## config.mk

```make
export PLATFORM = sky130hd
export DESIGN_NAME = i2c_pad_filter
export DESIGN_NICKNAME = d
export VERILOG_FILES = /design/src/rtl/i2c_pad_pkg.sv /design/src/rtl/i2c_glitch_filter.sv /design/src/rtl/i2c_pad_filter.sv
export SDC_FILE = /design/constraint.sdc
export NUM_CORES = 1
export LEC_CHECK = 0
export CORE_MARGIN = 2
export CORE_UTILIZATION = 40
export DETAILED_ROUTE_END_ITERATION = 8
export GPL_ROUTABILITY_DRIVEN = 0
export MAX_ROUTING_LAYER = met4
export PLACE_DENSITY = 0.68
export SLEW_MARGIN = 20
export SYNTH_ARGS = -nofsm -noshare
export SYNTH_HDL_FRONTEND = slang
export SYNTH_SLANG_ARGS = --single-unit
```

## constraint.sdc

```tcl
create_clock -name clk -period 1.08 [get_ports clk]
set_input_delay 0.324 -clock clk [delete_from_list [all_inputs] [get_ports clk]]
set_output_delay 0.324 -clock clk [all_outputs]
set_load 0.02 [all_outputs]
```

## src/rtl/i2c_pad_pkg.sv

```systemverilog
// i2c_pad_pkg: shared constants for the I2C pad conditioning stage.
package i2c_pad_pkg;
    localparam int FILTER_LEN_DEF = 4;
    localparam int SCL = 0;
    localparam int SDA = 1;
    function automatic int cnt_width(input int len);
        return $clog2(len + 1);
    endfunction
endpackage

```

## src/rtl/i2c_glitch_filter.sv

```systemverilog
// i2c_glitch_filter: two-flop synchronizer plus run-length glitch filter for one I2C line.
module i2c_glitch_filter
    import i2c_pad_pkg::*;
#(
    parameter int FILTER_LEN = FILTER_LEN_DEF
) (
    input  logic clk,
    input  logic reset,
    input  logic pad,
    output logic filt
);
    localparam int CW = cnt_width(FILTER_LEN);
    logic [1:0]    sync;
    logic [CW-1:0] cnt;
    always_ff @(posedge clk or posedge reset) begin
        if (reset) begin
            sync <= 2'b11;
            cnt  <= '0;
            filt <= 1'b1;
        end else begin
            sync <= {sync[0], pad};
            if (sync[1] == filt) begin
                cnt <= '0;
            end else if (cnt == CW'(FILTER_LEN - 1)) begin
                filt <= ~filt;
                cnt  <= '0;
            end else begin
                cnt <= cnt + 1'b1;
            end
        end
    end
endmodule

```

## src/rtl/i2c_pad_filter.sv

```systemverilog
// i2c_pad_filter: filters SCL/SDA pads, registers open-drain enables, flags START/STOP/busy.
// Define I2C_PAD_FILTER_ARB_EN to add the arb_lost arbitration-loss output.
module i2c_pad_filter
    import i2c_pad_pkg::*;
#(
    parameter int FILTER_LEN = FILTER_LEN_DEF
) (
    input  logic clk,
    input  logic reset,
    input  logic scl_pad_i,
    input  logic sda_pad_i,
    input  logic scl_core_o,
    input  logic scl_core_oen,
    input  logic sda_core_o,
    input  logic sda_core_oen,
    output logic scl_filt,
    output logic sda_filt,
    output logic scl_pad_oen,
    output logic sda_pad_oen,
    output logic start_det,
    output logic stop_det,
    output logic bus_busy
`ifdef I2C_PAD_FILTER_ARB_EN
    ,
    output logic arb_lost
`endif
);
    logic [1:0] pad, filt;
    logic       scl_q, sda_q, start_c, stop_c;
    assign pad[SCL] = scl_pad_i;
    assign pad[SDA] = sda_pad_i;
    for (genvar i = 0; i < 2; i++) begin : g_line
        i2c_glitch_filter #(.FILTER_LEN(FILTER_LEN)) u_filt (
            .clk   (clk),
            .reset (reset),
            .pad   (pad[i]),
            .filt  (filt[i])
        );
    end
    assign scl_filt = filt[SCL];
    assign sda_filt = filt[SDA];
    // SCL must be high on both cycles, so a simultaneous SCL/SDA flip is never an event
    assign start_c  = scl_q & scl_filt & sda_q & ~sda_filt;
    assign stop_c   = scl_q & scl_filt & ~sda_q & sda_filt;
    always_ff @(posedge clk or posedge reset) begin
        if (reset) begin
            scl_q       <= 1'b1;
            sda_q       <= 1'b1;
            scl_pad_oen <= 1'b1;
            sda_pad_oen <= 1'b1;
            start_det   <= 1'b0;
            stop_det    <= 1'b0;
            bus_busy    <= 1'b0;
        end else begin
            scl_q       <= scl_filt;
            sda_q       <= sda_filt;
            scl_pad_oen <= scl_core_oen | scl_core_o;
            sda_pad_oen <= sda_core_oen | sda_core_o;
            start_det   <= start_c;
            stop_det    <= stop_c;
            bus_busy    <= start_c | (bus_busy & ~stop_c);
        end
    end
`ifdef I2C_PAD_FILTER_ARB_EN
    // core released SDA yet the bus reads low on an SCL rise: another master won
    always_ff @(posedge clk or posedge reset) begin
        if (reset) arb_lost <= 1'b0;
        else       arb_lost <= ~scl_q & scl_filt & (sda_core_oen | sda_core_o) & ~sda_filt & bus_busy;
    end
`endif
endmodule
```

* Word-level counts from Yosys, hierarchy flattened
Index checks and enable logic that the tools add are counted.
Operators by class: divide/modulo/power cells 0, multiplexer cells 4, bitwise operators 15, equal/unequal tests 4, $lt $le $gt $ge 0, shifts and indexed selects 0, add/subtract/negate cells 2, $mul 0, reductions and logical operators 2
Operators with widths (number):
- two-way mux 3 bit | 4
- adder 3 x 1 -> 3 bit (second input constant) | 2
- bitwise AND 1 bit | 6
- equality test 3 x 2 -> 1 bit (second input constant) | 2
- inverter 1 bit | 6
- AND reduction 2 bit | 2
- bitwise OR 1 bit | 3
- equality test 1 bit | 2
Storage, ports and cells: memory bits (read-only) 0, bits in registers 19, memories kept 0, RAM bits 0, bits in latches 0

* Logic depth before layout (Yosys ltp)
word-level depth 6, gate-level depth with buffers 4, depth with buffers taken out 4

* Modules after synthesis
A second synthesis with hierarchy kept.
Second synthesis, totals: cells, all modules 44, area, all modules 685.7 sq um
By module, submodules not included:
- i2c_glitch_filter | cells an instance 14, area each 224.0 sq um, instances 2
- i2c_pad_filter | cells an instance 16, area each 237.7 sq um, instances 1

* Least setup slack after synthesis
Ideal clock, no wire load.
path kind register -> register, start point reg g_line[0].u_filt.cnt[0], end point reg g_line[0].u_filt.filt, clock period less this slack 1.092 ns, buffers on the path 0, arrival time 1.007 ns, stages on the path, launching flop included 4, slack -0.012 ns, path through dfrtp_1 -> ha_1 -> nor2b_2 -> mux2_1
Between the ends: longest elaborated chain between the ends 2
RTL lines:
- from (decl) | RTL line i2c_glitch_filter.sv:14 | logic [CW-1:0] cnt;
- from (signal assigned) | RTL line i2c_glitch_filter.sv:28 | cnt <= cnt + 1'b1;
- equality test 3 x 2 -> 1 bit | RTL line i2c_glitch_filter.sv:24 | end else if (cnt == CW'(FILTER_LEN - 1)) begin
- AND reduction 2 bit (no line)
- to (signal assigned) | RTL line i2c_glitch_filter.sv:25 | filt <= ~filt;
- to (decl) | RTL line i2c_glitch_filter.sv:10 | output logic filt
Every way passes these cells. A chain may end at the register's enable or synchronous reset.

* Worst setup path after layout
start point reg g_line[1].u_filt.filt, end point out sda_filt
RTL lines:
- from (decl) | RTL line i2c_glitch_filter.sv:10
- from (signal assigned) | RTL line i2c_glitch_filter.sv:25
- to (decl) | RTL line i2c_pad_filter.sv:17 | output logic sda_filt,
No word-level cell between the ends.

==> out/metrics.yaml <==
avgRoutedWirePerCell_um: 12.88
synth_top_cell_by_area: "dfstp_2"
required_ps: 760
path_cells: "buf_6"
max_stage_delay_ps: 550
fin_util: 0.6268
ys_seq_area_frac: 0.7143
largest-register: "g_line.u_filt.cnt"
grt_pass1_wl_um: 1738
antenna_found_initial: 0
yosys.area_share.adder: 0.03663
finalCriticalPeriod_ps: 1275
fp.dieH_um: 45.33
vias_per_cell: 4.918
syn-num-nets: 54
largest_reg_flops: 6
hold_viol_final: 0
rsz0062_at_grt: "yes"
ir_worst_vdd_v: 0.001336
status: "complete, but fails checks"
pwr-share-clk: 0.155
min_period_over_period: 1.180
synth_top_family_by_area: "simple AND/OR/NAND/NOR gates"
hp-class: "in -> async"
skew_ps: 1.765
nets: 80
ys_top_cells_by_area: "dfstp_2 38%, dfrtp_1 33%, ha_1 3.7%"
rows: 14
drc_errors: 0
dr_total_vias: 418
combPwrFrac: 0.380
r2r.worst_path.cells: 3
regToRegStartpoint: "g_line[0].u_filt.cnt[0]$_DFF_PP0_"
avgSynthCellArea_um2: 15.53
initial_core_util: 0.4382
setup_tns_ps: -988.7
grt.total_usage: 0.1323
synth-xor-area-share: 0.03663
synth_simple_gate_area_frac: 0.1612
syn_inst: 44
drv_cap: 0
worstSetupPathDepth: 1
grt_max_degree: 20
hpwl_um: 675.4
synthMuxAreaShare: 0.01648
clock_latency_ps: 290
cp_slowest_cell: "dfstp_2"
violations: "negative setup slack"
crit_type: "reg -> out"
power_leakage_nw: 0.4455
cell_internal_pwr_mw: 1.546
hold_buffers: 0
grt-ovfl-total: 0
tightest_slew_ps: 254.9
synth_area_um2: 683.2
cp_max_fo: 2
largest_registers: "g_line.u_filt.cnt: 6 flops, g_line.u_filt.sync: 4 flops, g_line.u_filt.filt: 2 flops"
slew_headroom: 0.8293
seqPwrFrac: 0.465
detail-route-antenna-nets: 0
cts_buffer_depth: 2
timing.rr.end: "g_line[0].u_filt.filt$_DFFE_PP1P_"
dieArea_um2: 2054
clock_sinks: 19
diodes: 0
powerDensity_nw_per_um2: 2273
drive_above_1_share: 0.6232
reg2reg_setup_slack_ps: -50
htree_num_levels: 1
p_total_mw: 2.221
start_kind: "flip-flop"
first_iter_violations: 2
final.setup.worst_slack_ps: -194.8
ys_ff_latch: 19
crit_family: "flip-flops"
cts-root-buf: "clkbuf_4"
switchingPower_mw: 0.6746
dp_slack_ps: -346.6
swShare: 0.3037
worstPathArrival_ps: 950
totalWireLength_um: 1095
cts_buffers: 3
ioPinCount: 15
syn2layout_area_growth_pct: 43.04
firstDrtPassIters: 2
grt_pass1_vias: 416
critPathBufInv: 1
max_freq_mhz: 784.5
synth_top_cell_area_share: 0.3846
portBuffers: 14
maxSlewViolCount: 0
tritoncts: "yes"
synth_compound_area_frac: 0.02381
die_w_um: 45.33
ys_warn_count: 0
setup_viol: 9
endpoint_kind: "output pin"
coreArea_um2: 1559
clk_pin_slew_ps: 100
ys_types: 21
how the worst max path moves through the flow:
stage                                                  from                           endpoint
after global routing      g_line[0].u_filt.filt$_DFFE_PP1P_                           scl_filt
final                     g_line[1].u_filt.filt$_DFFE_PP1P_                           sda_filt
after CTS                 g_line[0].u_filt.filt$_DFFE_PP1P_                           scl_filt
after detailed placement  g_line[1].u_filt.filt$_DFFE_PP1P_                           sda_filt
after floorplan           g_line[0].u_filt.cnt[0]$_DFF_PP0_  g_line[0].u_filt.filt$_DFFE_PP1P_
after global placement    g_line[0].u_filt.filt$_DFFE_PP1P_                           scl_filt
cell type report:
type	count	area, um2
multi-input combinational	23	220.2
timing repair buffer	21	214.0
inverter	2	7.507
fill	125	581.8
sequential	19	488.0
clock buffer	3	22.52
clock inverter	1	5.005
tap	16	20.02
logic make-up (layout without fill, tap and decap cells):
logic type      after synthesis  count (layout)
compound gates                3               3
xor+xnor                      2               2
fa+ha+maj                     2               2
buf+inv                       2              27
flops                        19              19
mux                           1               1
simple gates                 15              15
layout by cell type (no fill, tap or decap), types with 3 or more instances in the layout:
| cell type | instances |
|---|---|
| dfrtp_1 | 9 |
| nor3b_2 | 4 |
| clkdlybuf4s50_1 | 7 |
| buf_6 | 7 |
| clkbuf_4 | 3 |
| dfstp_2 | 10 |
| buf_4 | 6 |
power by group through the flow:
stage | Sequential, mW | Clock [mW] | Combinational (mW)
global route | 1.05 | 0.393 | 0.916
CTS | 1.03 | 0.364 | 0.745
floorplan | 1.15 | 0 | 0.275
global placement | 1.03 | 0 | 0.676
detailed placement | 1.03 | 0 | 0.680
finish | 1.03 | 0.345 | 0.844
per-stage QoR:
step / instance area [um2] / hold WS, ps / cells
floorplan: 685.7 / 267.8 / 44
global placement: 888.4 / 346.1 / 78
detailed placement: 888.4 / 349.1 / 78
CTS: 940.9 / 317.7 / 83
global route: 977.2 / 343.5 / 85
finish: 977.2 / 327.4 / 85
synthesized netlist by cell type:
| cell type | instances |
|---|---|
| a21oi_1 | 1 |
| a31oi_1 | 1 |
| and2b_1 | 1 |
| and4_2 | 1 |
| dfrtp_1 | 9 |
| dfstp_2 | 10 |
| ha_1 | 2 |
| inv_1 | 2 |
| mux2_1 | 1 |
| nand2_1 | 1 |
| nand3_1 | 1 |
| nor2_1 | 2 |
| nor2b_2 | 1 |
| nor3_1 | 1 |
| nor3_2 | 1 |
| nor3b_1 | 2 |
| nor3b_2 | 2 |
| o21ai_1 | 1 |
| or2_2 | 2 |
| xnor2_1 | 1 |
| xnor2_2 | 1 |
routing by layer:
layer / track usage / part of all wire / vias up
li1: - / - / 198
met1: 0.1504 / 0.40 / 204
met2: 0.2029 / 0.55 / 16
met3: 0.03600 / 0.047 / 0
met4: 0.08824 / 0 / 0
met5: - / 0 / -
what timing repair did:
action                                  in CTS  in global routing
endpoints found under the setup margin       9                 15
resized for setup                           44                  5
pin swaps                                    2                  2
endpoints found under the hold margin        0                  0
buffers inserted                             1                  2
No activity file was read; power rests on OpenSTA's default activity.
